<file path="config.mk">
export PLATFORM = sky130hd
export DESIGN_NAME = alu_mult_seq_flat
export DESIGN_NICKNAME = d
export VERILOG_FILES = /design/src/rtl/alu_mult_seq_if.sv /design/src/rtl/alu_mult_seq.sv /design/src/flat_wrapper.sv
export SDC_FILE = /design/constraint.sdc
export NUM_CORES = 1
export LEC_CHECK = 0
export BUFFER_PORTS_ARGS = -buffer_cell sky130_fd_sc_hd__buf_2
export CAP_MARGIN = 20
export CORE_ASPECT_RATIO = 2
export CORE_MARGIN = 5
export CORE_UTILIZATION = 44
export DETAILED_ROUTE_END_ITERATION = 10
export GPL_ROUTABILITY_DRIVEN = 0
export PLACE_DENSITY = 0.77
export SKIP_LAST_GASP = 1
export SYNTH_ARGS = -nofsm -noshare
export SYNTH_HDL_FRONTEND = slang
export SYNTH_SLANG_ARGS = --single-unit
export TNS_END_PERCENT = 100
</file>
<file path="constraint.sdc">
create_clock -name CLK -period 1.7 [get_ports CLK]
set_input_delay 0.085 -clock CLK [delete_from_list [all_inputs] [get_ports CLK]]
set_output_delay 0.085 -clock CLK [all_outputs]
set_load 0.005 [all_outputs]
</file>
<file path="src/rtl/alu_mult_seq_if.sv">
// Port bundle between the multiply sequencer and its surroundings: request/response
// handshakes plus the shared-ALU drive and return path.
interface alu_mult_seq_if #(
    parameter int WORD_W = 32
);
    logic              req_valid;
    logic              req_ready;
    logic [WORD_W-1:0] op_a;
    logic [WORD_W-1:0] op_b;
    logic              abort;
    logic              resp_valid;
    logic              resp_ready;
    logic [WORD_W-1:0] prod_hi;
    logic [WORD_W-1:0] prod_lo;
    logic              busy;
    logic [3:0]        alu_op;
    logic [WORD_W-1:0] alu_port_a;
    logic [WORD_W-1:0] alu_port_b;
    logic [WORD_W-1:0] alu_result;
    logic              alu_overflow;

    // Execute-stage side: issues requests, consumes products, closes the ALU loop.
    modport master (
        output req_valid, op_a, op_b, abort, resp_ready, alu_result, alu_overflow,
        input  req_ready, resp_valid, prod_hi, prod_lo, busy, alu_op, alu_port_a, alu_port_b
    );

    modport slave (
        input  req_valid, op_a, op_b, abort, resp_ready, alu_result, alu_overflow,
        output req_ready, resp_valid, prod_hi, prod_lo, busy, alu_op, alu_port_a, alu_port_b
    );
endinterface

</file>
<file path="src/rtl/alu_mult_seq.sv">
// Unsigned WORD_W x WORD_W shift-and-add multiplier that borrows the shared
// single-cycle ALU for one add per clock while busy.
module alu_mult_seq #(
    parameter int WORD_W = 32,
    parameter int ITER   = WORD_W
) (
    input  logic            CLK,
    input  logic            nRST,
    alu_mult_seq_if.slave   bus
);
    localparam int              CNT_W   = (ITER > 1) ? $clog2(ITER) : 1;
    localparam logic [CNT_W-1:0] LAST   = CNT_W'(ITER - 1);
    localparam logic [3:0]      ALU_ADD = 4'd0;

    typedef enum logic [1:0] {
        IDLE = 2'd0,
        RUN  = 2'd1,
        DONE = 2'd2
    } state_t;

    state_t            state;
    logic [WORD_W-1:0] hi;
    logic [WORD_W-1:0] lo;
    logic [WORD_W-1:0] mcand;
    logic [CNT_W-1:0]  count;
    logic              resp_valid;
    logic              busy;

    always_ff @(posedge CLK or negedge nRST) begin
        if (!nRST) begin
            state      <= IDLE;
            hi         <= '0;
            lo         <= '0;
            mcand      <= '0;
            count      <= '0;
            resp_valid <= 1'b0;
            busy       <= 1'b0;
        end else begin
            case (state)
                IDLE: begin
                    // An accept outranks a simultaneous abort here.
                    if (bus.req_valid) begin
                        mcand <= bus.op_a;
                        hi    <= '0;
                        lo    <= bus.op_b;
                        count <= '0;
                        busy  <= 1'b1;
                        state <= RUN;
                    end
                end
                RUN: begin
                    if (bus.abort) begin
                        busy  <= 1'b0;
                        state <= IDLE;
                    end else begin
                        // {carry, sum, lo} shifted right by one: the sum's LSB drops into lo.
                        hi    <= {bus.alu_overflow, bus.alu_result[WORD_W-1:1]};
                        lo    <= {bus.alu_result[0], lo[WORD_W-1:1]};
                        count <= count + 1'b1;
                        if (count == LAST) begin
                            busy       <= 1'b0;
                            resp_valid <= 1'b1;
                            state      <= DONE;
                        end
                    end
                end
                DONE: begin
                    if (bus.resp_ready || bus.abort) begin
                        resp_valid <= 1'b0;
                        state      <= IDLE;
                    end
                end
                default: begin
                    busy       <= 1'b0;
                    resp_valid <= 1'b0;
                    state      <= IDLE;
                end
            endcase
        end
    end

    assign bus.req_ready  = (state == IDLE);
    assign bus.resp_valid = resp_valid;
    assign bus.busy       = busy;
    assign bus.prod_hi    = hi;
    assign bus.prod_lo    = lo;

    // The datapath mux only listens while busy, but the drive is parked at zero otherwise.
    assign bus.alu_op     = ALU_ADD;
    assign bus.alu_port_a = (state == RUN) ? hi : '0;
    assign bus.alu_port_b = ((state == RUN) && lo[0]) ? mcand : '0;
endmodule

</file>
<file path="src/flat_wrapper.sv">
// flat-port wrapper written by rule: the top's interface ports become plain ports
module alu_mult_seq_flat 
#(
    parameter int WORD_W = 32,
    parameter int ITER   = WORD_W
)
  (CLK, nRST, bus_req_valid, bus_op_a, bus_op_b, bus_abort, bus_resp_ready, bus_alu_result, bus_alu_overflow, bus_req_ready, bus_resp_valid, bus_prod_hi, bus_prod_lo, bus_busy, bus_alu_op, bus_alu_port_a, bus_alu_port_b);
  alu_mult_seq_if #(.WORD_W(WORD_W)) bus_i ();
  input  logic CLK;
  input  logic nRST;
  input wire logic [$bits(bus_i.req_valid)-1:0] bus_req_valid;
  input wire logic [$bits(bus_i.op_a)-1:0] bus_op_a;
  input wire logic [$bits(bus_i.op_b)-1:0] bus_op_b;
  input wire logic [$bits(bus_i.abort)-1:0] bus_abort;
  input wire logic [$bits(bus_i.resp_ready)-1:0] bus_resp_ready;
  input wire logic [$bits(bus_i.alu_result)-1:0] bus_alu_result;
  input wire logic [$bits(bus_i.alu_overflow)-1:0] bus_alu_overflow;
  output wire logic [$bits(bus_i.req_ready)-1:0] bus_req_ready;
  output wire logic [$bits(bus_i.resp_valid)-1:0] bus_resp_valid;
  output wire logic [$bits(bus_i.prod_hi)-1:0] bus_prod_hi;
  output wire logic [$bits(bus_i.prod_lo)-1:0] bus_prod_lo;
  output wire logic [$bits(bus_i.busy)-1:0] bus_busy;
  output wire logic [$bits(bus_i.alu_op)-1:0] bus_alu_op;
  output wire logic [$bits(bus_i.alu_port_a)-1:0] bus_alu_port_a;
  output wire logic [$bits(bus_i.alu_port_b)-1:0] bus_alu_port_b;
  assign bus_i.req_valid = bus_req_valid;
  assign bus_i.op_a = bus_op_a;
  assign bus_i.op_b = bus_op_b;
  assign bus_i.abort = bus_abort;
  assign bus_i.resp_ready = bus_resp_ready;
  assign bus_i.alu_result = bus_alu_result;
  assign bus_i.alu_overflow = bus_alu_overflow;
  assign bus_req_ready = bus_i.req_ready;
  assign bus_resp_valid = bus_i.resp_valid;
  assign bus_prod_hi = bus_i.prod_hi;
  assign bus_prod_lo = bus_i.prod_lo;
  assign bus_busy = bus_i.busy;
  assign bus_alu_op = bus_i.alu_op;
  assign bus_alu_port_a = bus_i.alu_port_a;
  assign bus_alu_port_b = bus_i.alu_port_b;
  alu_mult_seq #(.WORD_W(WORD_W), .ITER(ITER)) u_core (.CLK(CLK), .nRST(nRST), .bus(bus_i));
endmodule
</file>
==> out/summary.txt, run 1 <==
status: finished, violations left
share of the synthesized area in the top cell type: 54.4%
largest family of logic cells by synthesized area: multiplexers
Max Clk Rate: 0.584 GHz
Starting Density: 44.7%
worst skew pair latency: 340 ps
period utilisation layout: 101%
total number of vias: 4528
Residual DRC: 0
Sink Count: 105
path depth of the worst reg2reg path: 6
GRT overflow: 0
crit path DAT: 1630 ps
hold_sp: bus_abort
reg2reg start: u_core.state[1]$_DFFE_PN0P_
Synth area leaders: dfrtp_1, mux2_2, mux2i_1
Synth Flop Type: dfrtp_1
Nets: 819
initial antenna violation count: 2
fraction of the mapped netlist area in simple logic gates: 14.0%
xor/xnor cell area share of the yosys netlist: 0%
largest net degree at the start of global routing: 60
failing checks: negative setup slack
Tmin final: 1710 ps
FF+latch count, synth: 105
Vias/cell: 5.25
Chip Width: 84.1 µm
Final Skew: 6.48 ps
antenna-violating nets left: 0
Critical Path Source Type: register
final hold vios: 0
Synth Warn #: 0
most common cell in the netlist: dfrtp_1
Post-synth top cells: dfrtp_1, a21oi_1
Worst Path Class, Setup: reg2out
distinct cell type count after synthesis: 27
Syn Area/Cell: 11.8 µm²
Hold Crit Class: in2reg
PD cells: 1130 mW/mm²
site row count: 54
mux share of post-synthesis cell area: 14.5%
DP HPWL: 10200 µm
Max VDD drop: 0.000802 V
post-route cell area: 0.00746 mm²
drt first-iter violations: 185
Leak: 3.83 nW
RSZ-0062 raised after global routing: yes
CTS tree: yes
Worst-path clk slew: 60 ps
crit path from: u_core.state[1]$_DFFE_PN0P_
number of synthesized flops with an enable pin: 0
Cells on Worst Hold Path: 2
Crit. End Element: output port
root buf cell: clkbuf_16
vias in the first global route: 4880
compound-cell area share of the yosys netlist: 10.7%
port buffer count: 232
filler cell count in the final layout: 792
area leader, netlist: dfrtp_1
fin util: 69.0%
register area share after synthesis: 54.4%
# setup viols final: 6
deepest level of the CTS H-tree: 3
max-slew violations: 0
DRT Wirelength: 16400 µm
GRT Total Usage: 23.0%
max-cap viol count: 0
CTS buffer count: 9
maximum root-to-sink buffer count: 2
placed cell areas: 0.00612 mm²
Critical Path RT: 1620 ps
critical-path maximum fanout: 13
Avg WL per Cell: 19.0 µm
share of layout cells above drive strength 1: 46.0%
final setup margin: -11.5 ps
asr flop ratio synth: 100%
Post-Synth Adder-Cell Area: 0.518%
1st-pass router iterations: 6
total negative slack: -36.3 ps
synthesized area: 0.00483 mm²
Area growth syn-to-layout: 54.5%
synthesized instance count: 409
die area: 0.0133 mm²
IO Pins: 237
core area: 0.0108 mm²
Die Height: 158 µm
global-route wire length before repair: 24200 µm
## registers in the layout, indices dropped and copies added, names as in the netlist
register,count
u_core.count,5
u_core.bus.prod_hi,32
u_core.bus.busy,1
u_core.mcand,32
u_core.bus.resp_valid,1
u_core.state,2
u_core.bus.prod_lo,32
## critical path, cell delays in order (launching register included)
cell and delay [ps]:
dfrtp_1 390, buf_6 150, nor2b_4 160, buf_4 180, clkbuf_16 180, and2_1 130
buf_2 110
## routing by layer
layer	part of all wire (%)	GRT usage, %	vias up
met5	0	0	-
met4	4.9	15.6	0
met3	6.1	5.21	60
met2	54	40.8	201
met1	35	24.0	2197
li1	-	-	2070
## power by group
part           internal, mW  total, mW  switching (mW)
sequential             3.08       3.53           0.448
combinational          1.53       2.77            1.24
clock                  1.19       2.10           0.909
total                  5.81       8.40            2.60
## metrics by stage
stage          setup slack [ps]  std cells  total power [mW]  hold slack [ps]
2_1_floorplan               222        412              4.75             -211
3_3_place_gp                125        760              5.78             17.2
3_5_place_dp               80.7        760              5.88             26.5
4_1_cts                   -37.6        845              8.23             3.17
5_1_grt                   -62.5        862              8.86             9.39
6_report                  -11.5        862              8.40             17.8
## area by class of cell
class                      count  area [µm²]  area share [%]
clock inverter                 5        63.8           0.855
inverter                       4        15.0           0.201
tap                          140         175            2.35
clock buffer                  11         243            3.25
sequential                   105        2630            35.2
multi-input combinational    262        1970            26.4
timing repair buffer         333        2360            31.7
antenna                        2        5.00          0.0671
## timing repair
action	4_1_cts	5_1_grt
hold endpoints to repair	88	0
setup endpoints to repair	63	111
setup buffers	3	10
pin swaps	0	1
hold buffers	63	0
cloned	3	5
resized for setup	4	20
## cells in the final DEF, fill, tap and decap left out, drive strengths merged, types with 3 or more instances in the layout
| master | netlist | layout |
|---|---|---|
| a21oi | 35 | 35 |
| a22o | 33 | 33 |
| and2 | 31 | 31 |
| and3 | 33 | 33 |
| buf | 30 | 265 |
| clkbuf | 11 | 15 |
| clkinvlp | 0 | 3 |
| conb | 1 | 4 |
| dfrtp | 105 | 105 |
| dlygate4sd3 | 0 | 63 |
| inv | 4 | 5 |
| mux2 | 33 | 33 |
| mux2i | 33 | 33 |
| nor2 | 10 | 10 |
| nor2b | 3 | 3 |
| nor3 | 33 | 33 |
| o21ai | 3 | 3 |
## worst paths after layout
check	slack (ps)	end
max reg2reg	70	u_core.bus.prod_lo[21]$_DFFE_PN0P_
min	20	u_core.state[1]$_DFFE_PN0P_
min reg2reg	500	u_core.mcand[9]$_DFFE_PN0P_
min in group asynchronous	200	u_core.bus.prod_lo[25]$_DFFE_PN0P_
max	-10	bus_alu_port_a[13]
max in group asynchronous	850	u_core.mcand[22]$_DFFE_PN0P_
## kinds of logic (layout without fill, tap and decap cells)
family,Yosys count,after routing
other,1,6
DFF,105,105
AOI/OAI and AO/OA,76,76
adders and majority gates,2,2
buffers and inverters,45,353
and+or+nand+nor,114,114
muxes,66,66
No activity file was read; power rests on OpenSTA's default activity.
==> inputs of run 2 (changes only) <==
--- a/config.mk
+++ b/config.mk
@@ -9,7 +9,7 @@
 export CAP_MARGIN = 20
 export CORE_ASPECT_RATIO = 2
 export CORE_MARGIN = 5
-export CORE_UTILIZATION = 44
+export CORE_UTILIZATION = 42
 export DETAILED_ROUTE_END_ITERATION = 10
 export GPL_ROUTABILITY_DRIVEN = 0
 export PLACE_DENSITY = 0.77
==> constraint.sdc (replaced) <==
create_clock -name CLK -period 1.43 [get_ports CLK]
set_input_delay 0.0715 -clock CLK [delete_from_list [all_inputs] [get_ports CLK]]
set_output_delay 0.0715 -clock CLK [all_outputs]
set_load 0.005 [all_outputs]
==> run 2 against run 1 <==
The flow still finishes with violations (negative setup slack). Cell count increased by 5.6%. Flip-flop and latch count unchanged. Count of clock-buffer cells in the layout increased by 1. Clock power increased by 27%. Critical path depth unchanged. Clock skew about the same. Core utilization increased by 10 points. Worst setup slack got worse by 260 ps. Combinational power increased by 70%. Hold slack improved by 11 ps. Wire length increased by 24%. Sequential share of layout area decreased by 5.8 points. Critical endpoint is now bus_alu_port_b[30]. Largest cell class is now buffers.
==> out/summary.txt, run 2 (synthesis results as in run 1) <==
status: finished, violations left
failing checks: negative setup slack
critical-path maximum fanout: 14 (+1)
Area growth syn-to-layout: 85.1%
placed cell areas: 0.00624 mm² (+1.9%)
Final Non-Filler Cells: 910 (+5.6%)
NetSw: 3.79 mW (+46%)
most used cell, CP: buf_12
antenna-violating nets left: 0 (unchanged)
Crit-path slowest cell: dfrtp_1
Logic pwr share: 40.1% (+7.1 points)
total power: 11.8 mW (+40%)
Clk pwr share: 22.7% (-2.3 points)
crit path from: u_core.state[1]$_DFFE_PN0P_
Tmin final: 1700 ps
Reg power frac: 37.2% (-4.8 points)
Sink Count: 105 (unchanged)
CTS tree: yes
Critical Path RT: 1360 ps (-260 ps)
largest stage delay on the critical path: 400 ps (about the same)
final hold vios: 0 (unchanged)
Hold Crit Class: in2reg
Nets: 864 (+5.5%)
final setup margin: -268 ps (-257 ps)
Worst Path Class, Setup: reg2out
max-slew violations: 0 (unchanged)
root buf cell: clkbuf_16
Avg WL per Cell: 22.4 µm (+18%)
global-route wire length before repair: 28400 µm (+17%)
most frequent cells in the layout: buf_2, dfrtp_1, dlygate4sd3_1
reg2reg start: u_core.state[1]$_DFFE_PN0P_
DP HPWL: 10100 µm (-0.85%)
filler cell count in the final layout: 642 (-19%)
Vias/cell: 5.57 (+6.0%)
Critical Path Source Type: register
die area: 0.0139 mm² (+4.3%)
IO Pins: 237 (unchanged)
DRT Wirelength: 20400 µm (+24%)
multi-input logic area: 0.00262 mm² (+33%)
largest net degree at the start of global routing: 58 (-3.3%)
Residual DRC: 0 (unchanged)
share of layout cells above drive strength 1: 57.9% (+12 points)
RSZ-0062 raised after global routing: yes
Crit. End Element: output port
most common cell after layout, fill and taps aside: buf_2
deepest level of the CTS H-tree: 3 (unchanged)
DP Cell Count: 769 (+1.2%)
internal power: 7.98 mW (+37%)
crit path DAT: 1630 ps (about the same)
Chip Width: 85.8 µm (+2.1%)
fin util: 79.2% (+10 points)
max-cap viol count: 0 (unchanged)
initial antenna violation count: 3 (+1)
critical path cell sequence: buf_6, nor2b_4, buf_12, buf_12, and3_1, buf_2
port buffer count: 232 (unchanged)
Max Clk Rate: 0.589 GHz
Max VDD drop: 0.000777 V (-3.1%)
PD cells: 1320 mW/mm² (+17%)
core area: 0.0113 mm² (+4.4%)
period utilisation layout: 119%
Die Height: 162 µm (+2.2%)
Final Skew: 6.05 ps (-0.425 ps)
Register Area: 0.00263 mm² (about the same)
drt first-iter violations: 222 (+20%)
vias in the first global route: 5550 (+14%)
1st-pass router iterations: 5 (-1)
total number of vias: 5067 (+12%)
worst skew pair latency: 340 ps (about the same)
hold_sp: bus_abort
switching part of the total: 32.2% (+1.3 points)
Leak: 4.42 nW (+15%)
maximum root-to-sink buffer count: 2 (unchanged)
GRT Total Usage: 26.6% (+3.5 points)
Worst-path clk slew: 70 ps (about the same)
Starting Density: 42.8% (-1.9 points)
post-route cell area: 0.00894 mm² (+20%)
site row count: 55 (+1.9%)
CTS buffer count: 9 (unchanged)
# setup viols final: 166 (+160)
GRT overflow: 0 (unchanged)
-- run 2: changes by cell type in the layout (fill, tap and decap cells not counted), moves of 18 or more --
cell,change
a21oi_1,-21
a21oi_2,+21
buf_12,+19
buf_6,+18
mux2_2,-33
mux2_4,+33
nor3_1,-28
nor3_4,+23
-- run 2: layout make-up --
| class | count | area share, % |
|---|---|---|
| Sequential cell | 105 | 29.4 |
| Tap cell | 142 | 1.99 |
| Antenna cell | 3 | 0.0840 |
| Clock inverter | 4 | 0.854 |
| Clock buffer | 12 | 2.76 |
| Timing Repair Buffer | 378 | 35.4 |
| Multi-Input combinational cell | 262 | 29.3 |
| Inverter | 4 | 0.168 |
-- run 2: worst paths after layout --
check                      slack [ps]  cells past startpoint                            endpoint
max                              -270                      6                  bus_alu_port_b[30]
min                                30                      2         u_core.state[1]$_DFFE_PN0P_
max reg2reg                      -230                      8  u_core.bus.prod_lo[11]$_DFFE_PN0P_
min reg2reg                       510                      1         u_core.mcand[8]$_DFFE_PN0P_
max in group asynchronous         870                      3   u_core.bus.prod_lo[4]$_DFFE_PN0P_
min in group asynchronous         280                      3   u_core.bus.prod_hi[7]$_DFFE_PN0P_
-- run 2: power groups by stage --
stage | Sequential, mW | Clock [mW] | Combinational (mW)
6_report | 4.38 | 2.67 | 4.72
5_1_grt | 4.46 | 2.79 | 5.03
4_1_cts | 4.17 | 2.68 | 4.06
3_5_place_dp | 4.21 | 0 | 2.91
3_3_place_gp | 4.17 | 0 | 2.81
2_1_floorplan | 4.15 | 0 | 1.54
-- run 2: layer usage --
layer | vias up | track usage, % | routed length, µm
met2 | 291 | 47.7 | 11200
met5 | - | 0 | 0
met4 | 0 | 19.6 | 1460
met3 | 108 | 4.42 | 1190
met1 | 2493 | 26.8 | 6540
li1 | 2175 | - | -
-- run 2: per-stage QoR --
step / hold slack (ps) / setup TNS (ps) / setup slack [ps]
6_report: 28.5 / -28530 / -268
5_1_grt: 35.6 / -35730 / -330
4_1_cts: 22.9 / -27320 / -267
3_5_place_dp: 98.2 / -8470 / -145
3_3_place_gp: 91.8 / -4220 / -99.9
2_1_floorplan: -224 / -679 / -27.1
-- run 2: worst max-delay path, delay by kind of cell (launching register included) --
kind          cells  cell delay, ps
buf+inv           4             550
flops             1             400
simple gates      2             330
-- run 2: repair_timing --
| item | CTS | global route |
|---|---|---|
| resized for setup | 66 | 155 |
| setup buffers | 37 | 11 |
| endpoints found under the setup margin | 167 | 168 |
| hold endpoints to repair | 169 | 0 |
| hold buffers | 65 | 0 |
| pin swaps | 18 | 40 |
| cloned | 24 | 4 |
